## config.mk

```make
export PLATFORM = sky130hd
export DESIGN_NAME = rvv_cfg_decoder
export DESIGN_NICKNAME = d
export VERILOG_FILES = /design/src/rtl/rvv_cfg_decoder.sv
export SDC_FILE = /design/constraint.sdc
export NUM_CORES = 1
export LEC_CHECK = 0
export ABC_CLOCK_PERIOD_IN_PS = 12900
export CORE_MARGIN = 8
export CORE_UTILIZATION = 41
export DETAILED_ROUTE_END_ITERATION = 8
export GPL_ROUTABILITY_DRIVEN = 0
export PLACE_DENSITY = 0.88
export SLEW_MARGIN = 10
export SYNTH_ARGS = -nofsm -noshare
export SYNTH_HDL_FRONTEND = slang
export SYNTH_SLANG_ARGS = --single-unit
```

## constraint.sdc

```tcl
create_clock -name clk_i -period 12.9 [get_ports clk_i]
set_clock_uncertainty 0.15 [all_clocks]
set_input_delay 2.58 -clock clk_i [delete_from_list [all_inputs] [get_ports clk_i]]
set_output_delay 2.58 -clock clk_i [all_outputs]
set_load 0.02 [all_outputs]
```

## src/rtl/rvv_cfg_decoder.sv

```systemverilog
// rvv_cfg_decoder: vector front-end that executes vsetvli/vsetivli/vsetvl
// (and optionally vsetsh) locally, owns vtype/vl/vsh, and forwards every
// other vector instruction downstream with a snapshot of that state.
// Optional feature macro: RVV_CFG_VSETSH_EN (enables vsetsh and the vsh register).
// vtype layout: {vill, vma, vta, vsew[1:0], vlmul[2:0]}; zimm[5] (SEW >= 128)
// is always illegal with ELEN <= 64, so it is not stored.
module rvv_cfg_decoder #(
   parameter int unsigned VLEN = 4096,
   parameter int unsigned ELEN = 64,
   parameter int unsigned XLEN = 64
) (
   input  logic                      clk_i,
   input  logic                      rst_i,
   input  logic                      instr_valid_i,
   output logic                      instr_ready_o,
   input  logic [31:0]               instr_i,
   input  logic [XLEN-1:0]           rs1_i,
   input  logic [XLEN-1:0]           rs2_i,
   output logic                      resp_valid_o,
   output logic [XLEN-1:0]           resp_result_o,
   output logic                      resp_error_o,
   output logic                      ds_valid_o,
   input  logic                      ds_ready_i,
   output logic [31:0]               ds_instr_o,
   output logic [7:0]                ds_vtype_o,
   output logic [$clog2(VLEN):0]     ds_vl_o,
   output logic [7:0]                ds_vsh_o,
   output logic [7:0]                vtype_o,
   output logic [$clog2(VLEN):0]     vl_o,
   output logic [7:0]                vsh_o
);

   localparam int unsigned VLW        = $clog2(VLEN) + 1;
   localparam logic [4:0]  LOG2_VLEN  = 5'($clog2(VLEN));
   localparam logic [4:0]  LOG2_ELEN  = 5'($clog2(ELEN));
   localparam logic [6:0]  OPC_V      = 7'b1010111;
   localparam logic [2:0]  OPCFG      = 3'b111;
   localparam logic [2:0]  LMUL_RSVD  = 3'b100;
   localparam logic [7:0]  VTYPE_VILL = 8'h80;

   typedef enum logic [1:0] {ST_IDLE = 2'd0, ST_RESP = 2'd1, ST_ISSUE = 2'd2} state_t;

   // True when the requested vtype cannot be honoured.
   function automatic logic vtype_illegal(input logic [7:0] zimm, input logic rsvd_nz);
      logic [4:0] log2_sew;
      logic [2:0] lmul_neg;
      log2_sew = 5'd3 + {2'b00, zimm[5:3]};
      lmul_neg = 3'd0 - zimm[2:0];
      return rsvd_nz
          | (zimm[2:0] == LMUL_RSVD)
          | (log2_sew > LOG2_ELEN)
          | (zimm[2] & ((log2_sew + {2'b00, lmul_neg}) > LOG2_ELEN));
   endfunction

   state_t           state_q, state_d;
   logic [7:0]       vtype_q, vtype_d;
   logic [VLW-1:0]   vl_q, vl_d;
   logic             resp_valid_q, resp_valid_d;
   logic [XLEN-1:0]  resp_result_q, resp_result_d;
   logic             resp_error_q, resp_error_d;
   logic             ds_valid_q, ds_valid_d;
   logic [31:0]      ds_instr_q, ds_instr_d;
   logic [7:0]       ds_vtype_q, ds_vtype_d;
   logic [VLW-1:0]   ds_vl_q, ds_vl_d;
   logic [7:0]       vsh_s;
   logic [7:0]       sh_new_s;
`ifdef RVV_CFG_VSETSH_EN
   logic [7:0]       vsh_q, vsh_d;
   logic [7:0]       ds_vsh_q, ds_vsh_d;
`endif

   // Decode
   logic is_vec_s, is_cfg_s, dec_vsetvli_s, dec_vsetivli_s, dec_vsetvl_s, dec_vsetsh_s;
   logic cfg_known_s, rs1_zero_s, rd_zero_s;
   logic [7:0]      zimm_s;
   logic            rsvd_nz_s, vtype_bad_s;
   logic [XLEN-1:0] avl_s;
   logic [4:0]      log2_sew_s;
   logic [5:0]      lg_vlmax_s;
   logic [VLW-1:0]  vlmax_s, vl_new_s;
   logic            unused_rs2_s;

   assign is_vec_s       = (instr_i[6:0] == OPC_V);
   assign is_cfg_s       = is_vec_s && (instr_i[14:12] == OPCFG);
   assign dec_vsetvli_s  = ~instr_i[31];
   assign dec_vsetivli_s = (instr_i[31:30] == 2'b11);
   assign dec_vsetvl_s   = (instr_i[31:25] == 7'b1000000);
`ifdef RVV_CFG_VSETSH_EN
   assign dec_vsetsh_s   = (instr_i[31:28] == 4'b1010);
   assign vsh_s          = vsh_q;
   assign ds_vsh_o       = ds_vsh_q;
`else
   assign dec_vsetsh_s   = 1'b0;
   assign vsh_s          = 8'h00;
   assign ds_vsh_o       = 8'h00;
`endif
   assign cfg_known_s    = dec_vsetvli_s | dec_vsetivli_s | dec_vsetvl_s | dec_vsetsh_s;
   assign rs1_zero_s     = (instr_i[19:15] == 5'd0);
   assign rd_zero_s      = (instr_i[11:7] == 5'd0);
   assign sh_new_s       = rs1_zero_s ? instr_i[27:20] : rs1_i[7:0];
   assign unused_rs2_s   = ^rs2_i[XLEN-1:8];

   // Select requested vtype field, its reserved bits, and the AVL source.
   always_comb begin
      zimm_s    = rs2_i[7:0];
      rsvd_nz_s = 1'b0;
      if (dec_vsetvli_s) begin
         zimm_s    = instr_i[27:20];
         rsvd_nz_s = |instr_i[30:28];
      end else if (dec_vsetivli_s) begin
         zimm_s    = instr_i[27:20];
         rsvd_nz_s = |instr_i[29:28];
      end else begin
         zimm_s    = rs2_i[7:0];
         rsvd_nz_s = 1'b0;
      end
      if (dec_vsetivli_s) begin
         avl_s = {{(XLEN-5){1'b0}}, instr_i[19:15]};
      end else if (!rs1_zero_s) begin
         avl_s = rs1_i;
      end else if (!rd_zero_s) begin
         avl_s = {XLEN{1'b1}};
      end else begin
         avl_s = {{(XLEN-VLW){1'b0}}, vl_q};
      end
   end

   // VLMAX by shifting: log2(VLEN) - log2(SEW) + signed LMUL; vl = min(AVL, VLMAX).
   assign vtype_bad_s = vtype_illegal(zimm_s, rsvd_nz_s);
   assign log2_sew_s  = 5'd3 + {2'b00, zimm_s[5:3]};
   assign lg_vlmax_s  = {1'b0, LOG2_VLEN} - {1'b0, log2_sew_s} + {{3{zimm_s[2]}}, zimm_s[2:0]};
   assign vlmax_s     = {{(VLW-1){1'b0}}, 1'b1} << lg_vlmax_s;
   assign vl_new_s    = (avl_s < {{(XLEN-VLW){1'b0}}, vlmax_s}) ? avl_s[VLW-1:0] : vlmax_s;

   // Next-state and datapath: accept in IDLE, answer in RESP, hold forward in ISSUE.
   always_comb begin
      state_d       = state_q;
      vtype_d       = vtype_q;
      vl_d          = vl_q;
      resp_valid_d  = 1'b0;
      resp_result_d = resp_result_q;
      resp_error_d  = resp_error_q;
      ds_valid_d    = ds_valid_q;
      ds_instr_d    = ds_instr_q;
      ds_vtype_d    = ds_vtype_q;
      ds_vl_d       = ds_vl_q;
`ifdef RVV_CFG_VSETSH_EN
      vsh_d         = vsh_q;
      ds_vsh_d      = ds_vsh_q;
`endif
      case (state_q)
         ST_IDLE: begin
            if (!instr_valid_i) begin
               state_d = ST_IDLE;
            end else if (!is_vec_s || (is_cfg_s && !cfg_known_s)) begin
               state_d       = ST_RESP;
               resp_valid_d  = 1'b1;
               resp_error_d  = 1'b1;
               resp_result_d = {XLEN{1'b0}};
            end else if (is_cfg_s) begin
               state_d      = ST_RESP;
               resp_valid_d = 1'b1;
               resp_error_d = 1'b0;
               if (dec_vsetsh_s) begin
                  resp_result_d = {{(XLEN-8){1'b0}}, vsh_s};
`ifdef RVV_CFG_VSETSH_EN
                  vsh_d         = sh_new_s;
`endif
               end else if (vtype_bad_s) begin
                  vtype_d       = VTYPE_VILL;
                  vl_d          = {VLW{1'b0}};
                  resp_result_d = {XLEN{1'b0}};
               end else begin
                  vtype_d       = {1'b0, zimm_s[7], zimm_s[6], zimm_s[4:3], zimm_s[2:0]};
                  vl_d          = vl_new_s;
                  resp_result_d = {{(XLEN-VLW){1'b0}}, vl_new_s};
               end
            end else begin
               state_d    = ST_ISSUE;
               ds_valid_d = 1'b1;
               ds_instr_d = instr_i;
               ds_vtype_d = vtype_q;
               ds_vl_d    = vl_q;
`ifdef RVV_CFG_VSETSH_EN
               ds_vsh_d   = vsh_q;
`endif
            end
         end
         ST_RESP: begin
            state_d = ST_IDLE;
         end
         ST_ISSUE: begin
            if (ds_ready_i) begin
               state_d    = ST_IDLE;
               ds_valid_d = 1'b0;
            end else begin
               state_d    = ST_ISSUE;
            end
         end
         default: begin
            state_d    = ST_IDLE;
            ds_valid_d = 1'b0;
         end
      endcase
   end

   // State and CSR registers with synchronous reset.
   always_ff @(posedge clk_i) begin
      if (rst_i) begin
         state_q       <= ST_IDLE;
         vtype_q       <= VTYPE_VILL;
         vl_q          <= {VLW{1'b0}};
         resp_valid_q  <= 1'b0;
         resp_result_q <= {XLEN{1'b0}};
         resp_error_q  <= 1'b0;
         ds_valid_q    <= 1'b0;
         ds_instr_q    <= 32'h0000_0000;
         ds_vtype_q    <= 8'h00;
         ds_vl_q       <= {VLW{1'b0}};
`ifdef RVV_CFG_VSETSH_EN
         vsh_q         <= 8'h00;
         ds_vsh_q      <= 8'h00;
`endif
      end else begin
         state_q       <= state_d;
         vtype_q       <= vtype_d;
         vl_q          <= vl_d;
         resp_valid_q  <= resp_valid_d;
         resp_result_q <= resp_result_d;
         resp_error_q  <= resp_error_d;
         ds_valid_q    <= ds_valid_d;
         ds_instr_q    <= ds_instr_d;
         ds_vtype_q    <= ds_vtype_d;
         ds_vl_q       <= ds_vl_d;
`ifdef RVV_CFG_VSETSH_EN
         vsh_q         <= vsh_d;
         ds_vsh_q      <= ds_vsh_d;
`endif
      end
   end

   assign instr_ready_o = (state_q == ST_IDLE);
   assign resp_valid_o  = resp_valid_q;
   assign resp_result_o = resp_result_q;
   assign resp_error_o  = resp_error_q;
   assign ds_valid_o    = ds_valid_q;
   assign ds_instr_o    = ds_instr_q;
   assign ds_vtype_o    = ds_vtype_q;
   assign ds_vl_o       = ds_vl_q;
   assign vtype_o       = vtype_q;
   assign vl_o          = vl_q;
   assign vsh_o         = vsh_s;

endmodule

```

==> results.md, run 1 <==
* Drt drc at 0
* Clock root buffer: clkbuf_16
* GRT overflow at 0
* R2R Setup Slk at 9.21 ns
* Post-synthesis async set-or-reset flop share at 0
* Syn-to-layout area delta at 39.4%
* Status: finished, final reports clean
* CTS H-Tree Depth at 3
* Vias at 5547
* Worst skew pair latency at 0.35 ns
* Cell Int Power at 0.000488 W
* Postcts setup bufs at 0
* Fmax at between 0.1 and 0.15 GHz
* Rel. slew slack at 0.289
* Final number of hold-violating endpoints at 0
* RSZ-0062 raised after global routing: no
* Netlist cell types at 58
* Initial DRT Pass Iterations at 5
* CP max FO at 11
* Largest net degree at the start of global routing at 69
* Crit path kind: primary input to flop
* WL/cell at 17.2 µm
* First-pass GRT wire length at 26.8 mm
* Min Tclk post-route at around 9.3 ns
* Final setup TNS at 0 ns
* Placed cells at 1031
* Hpwl dp at 14.1 mm
* Prevailing post-synth register cell: dfxtp_1
* CTS tree: built
* Post-synthesis compound-gate area fraction at 0.187
* CTS clock-pin slew for the worst setup and hold paths at 0.07 ns
* FP Rows at 42
* Crit-path leading delay family: compound AO/OA/AOI/OAI gates
* Yosys warning count at 0
* #FFs+latches synth at 92
* IO buf count at 198
* Gate count of the mapped netlist at a little under 700
* Worst Tran Pin Value at 1.06 ns
* Layout Cells excl Fill at around 1000
* Core Footprint at 13000 µm²
* Final net count at 1057
* Hold buffer count at cts at 0
* Register share of total power at 0.403
* Worst vdd ir at 0.0720 mV
* Total GRT Usage at 0.198
* Sw frac at 0.309
* Maxcap violations at 0
* Cts repair resizes at 0
* Crit-path max cell delay at 0.79 ns
* Initial DRC count at 600
* Xor-xnor portion of the synthesized cell area at 0.00815
* Post-synth EDFFs at 0
* Sink Count at between 90 and 100
* Clk buf depth at 2
* Final ANT Viol Nets at 0
* Chip width at 130 µm
* Worst setup EP type: flop
* Die area at 17000 µm²
* Post-Route WL at about 18 mm
* Worst-path cell chain: clkdlybuf4s50_1 -> nor2b_1 -> nand2_1 -> nand2_1 -> inv_1 -> ha_1 -> ha_1 -> a21o_1 -> a21oi_1 -> nor3_1 -> a311oi_1 -> nor3_1 -> inv_1 -> ha_1 -> a211o_1 -> a21oi_1 -> o21ai_0 -> a211o_1 -> o21a_1 -> nor2_1 -> buf_4 -> o311ai_0
* P per Cell Area at about 94 nW/µm²
* Clk pwr share at 0.372
* Worst EP arrival at between 9 and 10 ns
* Num CTS Buffers at 9
* Crit share post-route at 0.720
* Initial antenna violation count at 0
* Die Span Y at 130 µm
* Switching power at roughly 0.00022 W
* Buf/Inv on CP at 4
* Critical Path RT at ~13 ns
* Initial core utilization at 0.412
* Multiplexer share of the synthesized area at 0.0107
* CP Launch Type: primary input
* Type of the worst min-delay path: flop to flop
* Part of the Yosys area used for sequential elements at 0.343
* Share of layout cells above drive strength 1 at 0.0425
* Synth top area share at 0.343
* Area leader, netlist: dfxtp_1
* Slowest CP cell: nor2b_1
* Endpoints failing setup at 0
* Main combinational cell family by area after synthesis: simple AND/OR/NAND/NOR gates
* Vias in the first global route at approximately 5100
* Adder-cell share of the synthesized area at 0.0657
* Boundary Pins at 322
* Syn Area/Cell at 7.78 µm²
* Comb pwr share at 0.225
* Top post-synthesis cells by area: dfxtp_1, nand2_1, buf_4
* Leakage at 2.74 nW
* Most frequent CP cell: ha_1
* Synth Area in Simple Gates at 0.242
* Vias per cell at approximately 5.3
* Slew Viols, Final at 0
* Ant. Diodes at 0
* Synthesized area at 5370 µm²
[cell families (layout without fill, tap and decap cells)]
logic type,after synthesis,count (layout)
buffers and inverters,131,245
adders and majority gates,27,27
DFF,92,92
AOI/OAI and AO/OA,147,147
and+or+nand+nor,284,284
other,1,67
muxes,4,4
xor gates and xnor gates,5,5
[power by group through the flow]
stage                     Sequential [W]  Combinational (W)  Clock [W]
after floorplan                 0.000292           0.000111          0
after global placement          0.000292           0.000151          0
after detailed placement        0.000292           0.000155          0
after CTS                       0.000285           0.000156   0.000265
after global routing            0.000285           0.000174   0.000278
final                           0.000285           0.000159   0.000263
[cells in the final DEF (no fill, tap or decap), types with 3 or more instances in the layout]
master | netlist | layout
o311ai_0 | 3 | 3
nor2b_1 | 6 | 6
ha_1 | 25 | 25
o211ai_1 | 16 | 16
o21a_1 | 8 | 8
inv_1 | 24 | 24
and2_1 | 3 | 3
o311ai_1 | 10 | 10
a211o_1 | 3 | 3
nand3_1 | 12 | 12
a211oi_1 | 3 | 3
nor2_1 | 33 | 32
a21o_1 | 4 | 4
nor4_1 | 14 | 14
or3_1 | 4 | 4
xnor2_1 | 4 | 4
buf_4 | 68 | 5
a22oi_1 | 7 | 7
clkdlybuf4s50_1 | 0 | 197
clkbuf_16 | 0 | 9
conb_1 | 1 | 67
nand4_1 | 30 | 30
a21oi_1 | 63 | 63
dfxtp_1 | 92 | 92
o221ai_1 | 8 | 8
nor3_1 | 9 | 9
o2111ai_1 | 3 | 3
o221a_2 | 5 | 5
nand2_1 | 158 | 158
[layout make-up]
class | count | area [µm²]
fill | 1157 | 5540
inverter | 26 | 97.6
clock buffer | 10 | 239
multi-input combinational | 534 | 3020
tap | 176 | 220
clock inverter | 6 | 55.1
sequential | 92 | 1840
timing repair buffer | 203 | 2010
[cell usage after synthesis, types with 8 or more instances]
master and count:
nor4_1 14, nor2_1 33, nand2_1 158, ha_1 25, o311ai_1 10, buf_4 68, dfxtp_1 92, o21a_1 8
inv_1 24, nand4_1 30, nor3_1 9, nand3_1 12, o221ai_1 8, o211ai_1 16, clkbuf_1 33, a21oi_1 63
[routing by layer]
metal	part of all wire	wire length [µm]	up-vias	GRT usage
li1	-	-	2669	-
met1	0.39	7030	2580	0.245
met2	0.50	9010	267	0.336
met3	0.089	1610	31	0.0402
met4	0.021	378	0	0.0675
met5	0	0	-	0
[final timing paths]
path                                                   from                            end  cells after the start
worst min-delay path            ds_instr_o[30]$_SDFFE_PP0P_    ds_instr_o[30]$_SDFFE_PP0P_                      2
worst max-delay path                            instr_i[31]  resp_result_o[8]$_SDFFE_PP0P_                     22
worst min register to register  ds_instr_o[30]$_SDFFE_PP0P_    ds_instr_o[30]$_SDFFE_PP0P_                      2
worst max register to register         vl_o[4]$_SDFFE_PP0P_  resp_result_o[8]$_SDFFE_PP0P_                     12
[worst min-delay path, cell delays in order (launching register included)]
cell,delay [ns]
dfxtp_1,0.31
nand2_1,0.05
a21oi_1,0.05
[registers in the layout, indices dropped and copies added (netlist names)]
name and flops:
vl_o 13, ds_vtype_o 8, resp_valid_o 1, resp_error_o 1
ds_vl_o 13, ds_valid_o 1, ds_instr_o 32, resp_result_o 13
vtype_o 8, state_q 2
[per-stage QoR]
| step | total power [W] | util | worst slack [ns] | cell area [µm²] | hold WS [ns] |
|---|---|---|---|---|---|
| after global placement | 0.000442 | 0.552 | 3.69 | 7200 | 0.287 |
| after global routing | 0.000737 | 0.575 | 3.19 | 7490 | 0.326 |
| after floorplan | 0.000404 | - | 5.76 | 5620 | 0.275 |
| after CTS | 0.000707 | 0.575 | 3.83 | 7490 | 0.305 |
| after detailed placement | 0.000446 | 0.552 | 3.56 | 7200 | 0.296 |
| final | 0.000707 | 0.575 | 3.61 | 7490 | 0.303 |
Note: power is estimated with default switching activity, not from simulation.
==> inputs of run 2 (changes only) <==
- ABC_CLOCK_PERIOD_IN_PS: 12900 -> 8000
- CORE_UTILIZATION: 41 -> 34
- PLACE_DENSITY: 0.88 -> 0.78
- clock period: 12.9 -> 8 ns (I/O delays scaled with it)
==> run 2 against run 1 <==
Wire length grew 1.3%. First-iteration DRC count shrank 45%. Sequential share of layout area shrank 0.21 points. Highest routed layer unchanged. Non-clock buffer count grew 4. Critical path depth is the same. Critical endpoint is now resp_result_o[0]$_SDFFE_PP0P_. Final cell count grew 4.1%. Sequential cell count is the same. Largest cell class unchanged.
==> results.md, run 2 (synthesis gave the netlist of run 1 again) <==
* Fmax at 0.140 GHz
* Die Span Y at 142 µm (+8.6%)
* Chip width at 142 µm (+8.6%)
* Status: finished, final reports clean
* Vias in the first global route at 5118 (-0.098%)
* Worst EP arrival at 7.23 ns (-2.12 ns)
* Slew Viols, Final at 0 (unchanged)
* Boundary Pins at 322 (unchanged)
* GRT overflow at 0 (unchanged)
* RR Endpoint: resp_result_o[0]$_SDFFE_PP0P_
* Clk buf depth at 2 (unchanged)
* Total GRT Usage at 0.174 (-0.0247)
* Hold depth at 2 (unchanged)
* First-pass GRT wire length at 27.8 mm (+3.8%)
* Die area at 20100 µm² (+18%)
* Worst skew pair latency at 0.34 ns (about the same)
* Rel. slew slack at 0.323 (+0.0336)
* Endpoints failing setup at 0 (unchanged)
* Worst setup EP type: flop
* Postcts setup bufs at 0 (unchanged)
* Type of the worst min-delay path: flop to flop
* RSZ-0062 raised after global routing: no
* Final ANT Viol Nets at 0 (unchanged)
* Crit path launch: instr_i[31]
* Num CTS Buffers at 9 (unchanged)
* Most frequent CP cell: ha_1
* Vias per cell at 4.93 (-7.0%)
* Fill cell count at 1538 (+33%)
* Worst Tran Pin Value at 1.01 ns (-0.0503 ns)
* CP Launch Type: primary input
* Initial DRT Pass Iterations at 6 (+1)
* Max FFs per register at 32 (unchanged)
* Commonest non-fill, non-tap cells in the layout: clkdlybuf4s50_1, nand2_1, dfxtp_1
* Largest net degree at the start of global routing at 69 (unchanged)
* Clock root buffer: clkbuf_16
* Worst r2r path cells at 11 (-1)
* CP max FO at 8 (-3)
* Hold Crit Start: ds_vl_o[1]$_SDFFE_PP0P_
* Leakage at 2.75 nW (+0.27%)
* Sink Count at 92 (unchanged)
* Final number of hold-violating endpoints at 0 (unchanged)
* IO buf count at 198 (unchanged)
* Core Footprint at 15700 µm² (+20%)
* Worst vdd ir at 0.0785 mV (+8.9%)
* Buf/Inv on CP at 3 (-1)
* R2R Setup Slk at 5.00 ns (-4.21 ns)
* P per Cell Area at 148 nW/µm² (+57%)
* Crit-path max cell delay at 0.66 ns (-0.13 ns)
* Cts repair resizes at 0 (unchanged)
* Drt drc at 0 (unchanged)
* Initial core utilization at 0.343 (-0.0691)
* Min Tclk post-route at 7.14 ns
* Ant. Diodes at 0 (unchanged)
* Hpwl dp at 14.5 mm (+2.9%)
* Vias at 5371 (-3.2%)
* Slowest CP cell: a311oi_1
* Maxcap violations at 0 (unchanged)
* Initial antenna violation count at 0 (unchanged)
* Crit path kind: primary input to flop
* CTS clock-pin slew for the worst setup and hold paths at 0.06 ns (about the same)
* Final setup TNS at 0 ns (unchanged)
* WL/cell at 16.7 µm (-2.7%)
* FP Rows at 46 (+9.5%)
* Hold EP: ds_vl_o[1]$_SDFFE_PP0P_
* Hold buffer count at cts at 0 (unchanged)
* Share of layout cells above drive strength 1 at 0.0446 (+0.00214)
* Syn-to-layout area delta at 40.6%
* CTS tree: built
* Commonest non-fill, non-tap cell in the layout: clkdlybuf4s50_1
* Initial DRC count at 328 (-45%)
* Post-Route WL at 18.3 mm (+1.3%)
* Final net count at 1061 (+0.38%)
* Reg2Reg Launch Point: vl_o[4]$_SDFFE_PP0P_
* Min Hold Slack at 0.301 ns (-0.00146 ns)
* Worst-path cell chain: clkdlybuf4s50_1 -> nor2b_1 -> buf_4 -> nand2_1 -> nand2_1 -> inv_1 -> ha_1 -> ha_1 -> a21o_1 -> a21oi_1 -> nor3_1 -> a311oi_1 -> nor2_1 -> nand3_1 -> ha_1 -> o21a_1 -> a21oi_1 -> o21ai_0 -> a211o_1 -> o21a_1 -> or4_1 -> o311ai_1
* Critical Path RT at 8.09 ns (-4.87 ns)
* CTS H-Tree Depth at 3 (unchanged)
* Crit-path leading delay family: compound AO/OA/AOI/OAI gates
* Crit share post-route at 0.892
run 2: final cells by class:
type / count / area, µm² / share of cell area
Clock buffer: 12 / 256 / 0.0339
Clock inverter: 3 / 22.5 / 0.00298
Inverter: 26 / 97.6 / 0.0129
Multi-Input combinational cell: 534 / 3020 / 0.400
Sequential cell: 92 / 1840 / 0.244
Tap cell: 216 / 270 / 0.0358
Timing Repair Buffer: 207 / 2040 / 0.271
run 2: how the worst max path moves through the flow:
stage          cells after the start                             to  slack (ns)
2_1_floorplan                     23  resp_result_o[8]$_SDFFE_PP0P_        1.84
3_3_place_gp                      21           vl_o[9]$_SDFFE_PP0P_        0.69
3_5_place_dp                      22  resp_result_o[0]$_SDFFE_PP0P_        0.63
4_1_cts                           22  resp_result_o[0]$_SDFFE_PP0P_        0.94
5_1_grt                           23  resp_result_o[8]$_SDFFE_PP0P_        0.38
6_report                          22  resp_result_o[0]$_SDFFE_PP0P_        0.86
run 2: stage by stage:
stage               utilization  cells  area (µm²)  total power [W]  worst slack [ns]
finish                    0.483   1090        7560          0.00112             0.863
global route              0.483   1090        7560          0.00117             0.380
CTS                       0.483   1090        7560          0.00112             0.944
detailed placement        0.465   1075        7280         0.000723             0.628
global placement          0.465   1075        7280         0.000719             0.693
floorplan                     -    757        5620         0.000651              1.84
run 2: worst min-delay path, cell delays in order (launching register included):
cell,delay [ns]
dfxtp_1,0.31
nand2_1,0.05
a21oi_1,0.05
run 2: metal layers:
metal	up-vias	share of wire	track usage
met1	2444	0.40	0.205
met3	23	0.099	0.0565
li1	2661	-	-
met5	-	0	0
met2	243	0.48	0.294
met4	0	0.018	0.0492
run 2: power breakdown:
part	switching (W)	leakage (nW)	internal, W	total [W]
registers	0.000000686	0.741	0.000459	0.000460
clock network	0.000175	0.127	0.000226	0.000401
logic	0.000156	1.88	0.000104	0.000260
